## config.mk

```make
export PLATFORM = sky130hd
export DESIGN_NAME = seg_digit_sequencer
export DESIGN_NICKNAME = d
export VERILOG_FILES = /design/src/rtl/seg_digit_sequencer_pkg.sv /design/src/rtl/seg_btn_debounce.sv /design/src/rtl/seg_digit_sequencer.sv
export SDC_FILE = /design/constraint.sdc
export NUM_CORES = 1
export LEC_CHECK = 0
export CORE_MARGIN = 2
export CORE_UTILIZATION = 35
export CTS_CLUSTER_DIAMETER = 80
export CTS_CLUSTER_SIZE = 25
export DETAILED_ROUTE_END_ITERATION = 10
export GPL_TIMING_DRIVEN = 0
export HOLD_SLACK_MARGIN = 0.05
export PLACE_DENSITY = 0.47
export RECOVER_POWER = 50
export SYNTH_ARGS = -nofsm -noshare
export SYNTH_HDL_FRONTEND = slang
export SYNTH_HIERARCHICAL = 1
export SYNTH_SLANG_ARGS = --single-unit
```

## constraint.sdc

```tcl
create_clock -name clk -period 3.45 [get_ports clk]
set_clock_uncertainty 0.1 [all_clocks]
set_input_delay 0.69 -clock clk [delete_from_list [all_inputs] [get_ports clk]]
set_output_delay 0.69 -clock clk [all_outputs]
set_load 0.1 [all_outputs]
```

## src/rtl/seg_digit_sequencer_pkg.sv

```systemverilog
// seg_digit_sequencer_pkg: shared RUN/PAUSE state type and counter width constants.
package seg_digit_sequencer_pkg;
    typedef enum logic {ST_RUN = 1'b0, ST_PAUSE = 1'b1} state_t;
    localparam int TICK_W = 24;
    localparam int DEB_W  = 20;
endpackage

```

## src/rtl/seg_btn_debounce.sv

```systemverilog
// seg_btn_debounce: 2-flop synchronizer, stability debouncer and one-cycle press pulse.
module seg_btn_debounce
    import seg_digit_sequencer_pkg::*;
#(
    parameter int DEB_CYCLES = 100000
) (
    input  logic clk,
    input  logic rst_n,
    input  logic i_btn,
    output logic o_level,
    output logic o_press
);
    logic [1:0]       r_sync;
    logic [DEB_W-1:0] r_cnt;
    logic             r_level;
    logic             r_press;
    logic             w_differ;
    logic             w_accept;

    assign w_differ = r_sync[1] != r_level;
    assign w_accept = w_differ && (r_cnt == DEB_W'(DEB_CYCLES - 1));
    assign o_level  = r_level;
    assign o_press  = r_press;

    // Accept a new level once it has differed for DEB_CYCLES consecutive cycles; pulse on rise only.
    always_ff @(posedge clk or negedge rst_n) begin
        if (!rst_n) begin
            r_sync  <= 2'b00;
            r_cnt   <= '0;
            r_level <= 1'b0;
            r_press <= 1'b0;
        end else begin
            r_sync  <= {r_sync[0], i_btn};
            r_cnt   <= (w_differ && !w_accept) ? r_cnt + 1'b1 : '0;
            r_level <= w_accept ? r_sync[1] : r_level;
            r_press <= w_accept && r_sync[1];
        end
    end
endmodule

```

## src/rtl/seg_digit_sequencer.sv

```systemverilog
// seg_digit_sequencer: hex digit with auto-advance tick, up/down step and run/pause buttons.
// Define SEQ_AUTOREPEAT_EN to add hold-to-repeat stepping on the up/down buttons.
module seg_digit_sequencer
    import seg_digit_sequencer_pkg::*;
#(
    parameter int TICK_DIV   = 10000000,
    parameter int DEB_CYCLES = 100000
) (
    input  logic       clk,
    input  logic       rst_n,
    input  logic       btn_up,
    input  logic       btn_down,
    input  logic       btn_run,
    output logic [3:0] digit,
    output logic       digit_valid,
    output logic       running
);
    logic              w_up_lvl, w_up_press;
    logic              w_dn_lvl, w_dn_press;
    logic              w_run_lvl, w_run_press;
    logic              w_lvl_unused;
    logic [1:0]        w_rep;
    logic              w_up, w_dn, w_step, w_term;
    state_t            r_state, w_state_next;
    logic [TICK_W-1:0] r_tick, w_tick_next;
    logic [3:0]        r_digit, w_digit_next;
    logic              r_valid;

    seg_btn_debounce #(.DEB_CYCLES(DEB_CYCLES)) u_up (
        .clk(clk), .rst_n(rst_n), .i_btn(btn_up), .o_level(w_up_lvl), .o_press(w_up_press)
    );
    seg_btn_debounce #(.DEB_CYCLES(DEB_CYCLES)) u_down (
        .clk(clk), .rst_n(rst_n), .i_btn(btn_down), .o_level(w_dn_lvl), .o_press(w_dn_press)
    );
    seg_btn_debounce #(.DEB_CYCLES(DEB_CYCLES)) u_run (
        .clk(clk), .rst_n(rst_n), .i_btn(btn_run), .o_level(w_run_lvl), .o_press(w_run_press)
    );

    assign w_lvl_unused = ^{w_run_lvl, w_up_lvl, w_dn_lvl};

`ifdef SEQ_AUTOREPEAT_EN
    localparam logic [TICK_W-1:0] REP_FIRST = TICK_W'(TICK_DIV / 2);
    localparam logic [TICK_W-1:0] REP_NEXT  = TICK_W'(((TICK_DIV / 8) > 1 ? (TICK_DIV / 8) : 1) - 1);
    logic [1:0] w_hold;
    assign w_hold = {w_dn_lvl, w_up_lvl};
    for (genvar g = 0; g < 2; g++) begin : g_rep
        logic [TICK_W-1:0] r_cnt;
        logic              r_first;
        assign w_rep[g] = w_hold[g] && (r_cnt == (r_first ? REP_FIRST : REP_NEXT));
        // Count cycles a button is held; first repeat after half a tick period, then every eighth.
        always_ff @(posedge clk or negedge rst_n) begin
            if (!rst_n) begin
                r_cnt   <= '0;
                r_first <= 1'b1;
            end else begin
                r_cnt   <= (!w_hold[g] || w_rep[g]) ? '0 : r_cnt + 1'b1;
                r_first <= !w_hold[g] ? 1'b1 : (w_rep[g] ? 1'b0 : r_first);
            end
        end
    end
`else
    assign w_rep = 2'b00;
`endif

    assign w_up   = w_up_press | w_rep[0];
    assign w_dn   = w_dn_press | w_rep[1];
    assign w_step = w_up | w_dn;
    assign w_term = (r_state == ST_RUN) && (r_tick == TICK_W'(TICK_DIV - 1));

    assign digit       = r_digit;
    assign digit_valid = r_valid;
    assign running     = r_state == ST_RUN;

    // RUN/PAUSE state register.
    always_ff @(posedge clk or negedge rst_n) begin
        if (!rst_n) r_state <= ST_RUN;
        else        r_state <= w_state_next;
    end

    // Next state, digit and tick: a step wins over a terminal tick and always restarts the tick period.
    always_comb begin
        w_state_next = w_run_press ? ((r_state == ST_RUN) ? ST_PAUSE : ST_RUN) : r_state;
        w_digit_next = (w_up && !w_dn) ? r_digit + 4'd1 :
                       (w_dn && !w_up) ? r_digit - 4'd1 :
                       (!w_step && w_term) ? r_digit + 4'd1 : r_digit;
        w_tick_next  = (w_step || w_term || r_state != ST_RUN || w_state_next != ST_RUN) ? '0 : r_tick + 1'b1;
    end

    // Digit, tick counter and one-cycle change strobe.
    always_ff @(posedge clk or negedge rst_n) begin
        if (!rst_n) begin
            r_digit <= 4'd0;
            r_tick  <= '0;
            r_valid <= 1'b0;
        end else begin
            r_digit <= w_digit_next;
            r_tick  <= w_tick_next;
            r_valid <= w_digit_next != r_digit;
        end
    end
endmodule

```

==> metrics.csv <==
metric;value;unit
DP HPWL;7060;µm
I/O Pins;11;
count of cell types in the netlist;48;
Resize count post-CTS;0;
Gate Count Post-Synth;514;
critical path type;reg2out;
outcome;complete, no violations;
final wirelength;10300;µm
worst-margin pin slew;1380;ps
ANT cells;0;
ys flop type;dfrtp_1;
H-tree depth;3;
filler-free cell count of the finished design;725;
Async SR Flop Fraction;100;%
Final ANT Viol Nets;0;
# Post-CTS Setup Buffers;0;
worst hold path type;reg2reg;
register area share after synthesis;50.2;%
clock buffer depth;2;
Post-synth EDFFs;0;
final instance area;5750;µm²
first-pass GRT wire length;18400;µm
DRC;0;
Worst Path Arrival;2010;ps
CTS tree;yes;
remaining global-route overflow;0;
CP Launch Type;flip-flop;
most common cell after layout, fill and taps aside;dfrtp_1;
syn avg cell area;9.90;µm²
final count of hold timing violations;0;
placed insts;709;
DR iter-0 viols;202;
post-place instance area;5440;µm²
R2R setup slack;1030;ps
initial antenna violation count;0;
clk_lat worst skew;350;ps
Mapped Area;5090;µm²
startpoint of the worst register-to-register path;u_down/r_cnt[0];
initial core utilization;35.4;%
Slew HR;7.72;%
Total GRT Usage;14.3;%
# nets final;547;
largest net degree at the start of global routing;54;
Area Growth Syn to Fin;13.1;%
FP Rows;44;
total negative slack;0;ps
Placer Congestion;0.767;
vias in the first global route;3743;
post-DR wirelength/cell;14.2;µm
clk slew on worst S/H paths;80;ps
Detailed Routing Iterations Pass 1;4;
r2r endpoint;u_down/r_cnt[0];
vias post-DR;3736;
area of the core;14400;µm²
period utilization;81.2;%
total CTS buffers;9;
via/cell ratio;5.15;
final setup vio count;0;
share of layout cells above drive strength 1;8.32;%
count of port buffers added during placement;10;
Syn Nets;525;
Synth Warn #;6;
Worst Path Max Fanout;4;
Static Leakage;0.00227;µW
hold path endpoint;u_run/r_sync[1];
RSZ-0062 raised after global routing;no;
clk sinks;102;
Tmin final;2800;ps
HP Start;u_run/r_sync[0];
hold_buf cts;0;
fmax;357;MHz
post-layout util;40.0;%
FF-to-FF path depth;6;
most frequent cells in the layout;102 x dfrtp_1, 80 x nor2_1, 46 x xnor2_1;
max-cap violations;0;
Worst VDD drop;273;µV
Die Y;125;µm
Tot Pwr;2350;µW
Crit. End Element;primary output;
area of the die;15500;µm²
clk root buf;clkbuf_16;
worst hold stages;0;
critical path required time;2660;ps
flop and latch count out of synthesis;102;
Final Slew Violations;0;
die width;125;µm
Pwr Density;409;nW/µm²
[area by class of cell]
| class | count | area [µm²] |
|---|---|---|
| fill | 1424 | 8620 |
| sequential | 102 | 2550 |
| multi-input combinational | 385 | 2410 |
| tap | 184 | 230 |
| clock buffer | 9 | 225 |
| timing repair buffer | 11 | 123 |
| clock inverter | 7 | 86.3 |
| inverter | 18 | 67.6 |
| buffer | 9 | 57.6 |
[registers in the layout, summed over array words and instances, names as in the netlist]
register,flops
u_down/r_cnt,20
u_run/o_press,1
u_down/r_sync,2
u_run/o_level,1
r_tick,24
u_down/o_press,1
u_down/o_level,1
u_up/o_press,1
u_up/r_cnt,20
digit_valid,1
u_run/r_sync,2
u_run/r_cnt,20
r_state,1
u_up/r_sync,2
u_up/o_level,1
digit,4
[synth_stat cells, types with 3 or more instances]
| master | number | share of area [%] |
|---|---|---|
| xnor2_1 | 46 | 7.9 |
| a31o_2 | 4 | 0.69 |
| inv_1 | 18 | 1.3 |
| mux2_4 | 3 | 0.89 |
| nor4b_1 | 4 | 0.69 |
| o21ai_0 | 15 | 1.5 |
| or4_1 | 6 | 0.89 |
| dfrtp_1 | 102 | 50 |
| buf_4 | 4 | 0.59 |
| nor3_1 | 23 | 2.3 |
| nand3_1 | 31 | 3.1 |
| or4_4 | 5 | 1.1 |
| clkbuf_1 | 3 | 0.22 |
| or2_1 | 3 | 0.37 |
| nand4_1 | 24 | 3.0 |
| nand2_1 | 26 | 1.9 |
| nor2_1 | 80 | 5.9 |
| and2_1 | 6 | 0.74 |
| a21oi_1 | 12 | 1.2 |
| or3_1 | 10 | 1.2 |
| ha_1 | 6 | 1.5 |
| a211oi_1 | 3 | 0.44 |
| xor2_1 | 16 | 2.8 |
| nand2b_1 | 3 | 0.37 |
| and3_1 | 12 | 1.5 |
| nor4_1 | 19 | 2.3 |
| nor3b_1 | 3 | 0.44 |
| o21ai_2 | 3 | 0.52 |
[worst max path at each step]
stage                startpoint              to  slack, ps
6_report                r_state         running        650
5_1_grt                 r_state         running        590
4_1_cts                digit[2]        digit[2]        620
3_5_place_dp           digit[2]        digit[2]       1020
3_3_place_gp              rst_n  u_up/r_cnt[13]      -2550
2_1_floorplan  u_down/r_cnt[13]  u_down/o_level       1220
[worst max-delay path, stage by stage, from the launching register on]
cell and delay [ps]:
dfrtp_1 430, inv_1 100, clkdlybuf4s50_1 1130
[stage by stage]
stage	setup slack, ps	hold WS [ps]
after floorplan	1220	231
after global placement	-2550	238
after detailed placement	1020	236
after CTS	620	258
after global routing	592	261
final	648	255
[logic make-up after synthesis]
kind of cell | after synthesis | synth area share (%)
AOI/OAI and AO/OA | 50 | 6.64
xor gates and xnor gates | 62 | 10.7
adders and majority gates | 6 | 1.48
buffers and inverters | 27 | 2.46
DFF | 102 | 50.2
muxes | 4 | 1.08
and+or+nand+nor | 263 | 27.5
[layer usage]
layer	wire length [µm]	GRT usage, %	vias up
met5	0	0	-
met4	96	3.24	0
met3	314	4.42	7
met2	4790	23.0	37
met1	5110	19.1	1815
li1	-	-	1877
[power by group]
part	internal, µW	switching, µW	total [µW]
clock network	580	491	1070
registers	1210	11.7	1220
logic	18.2	42.0	60.2
Note: power is estimated with default switching activity, not from simulation.
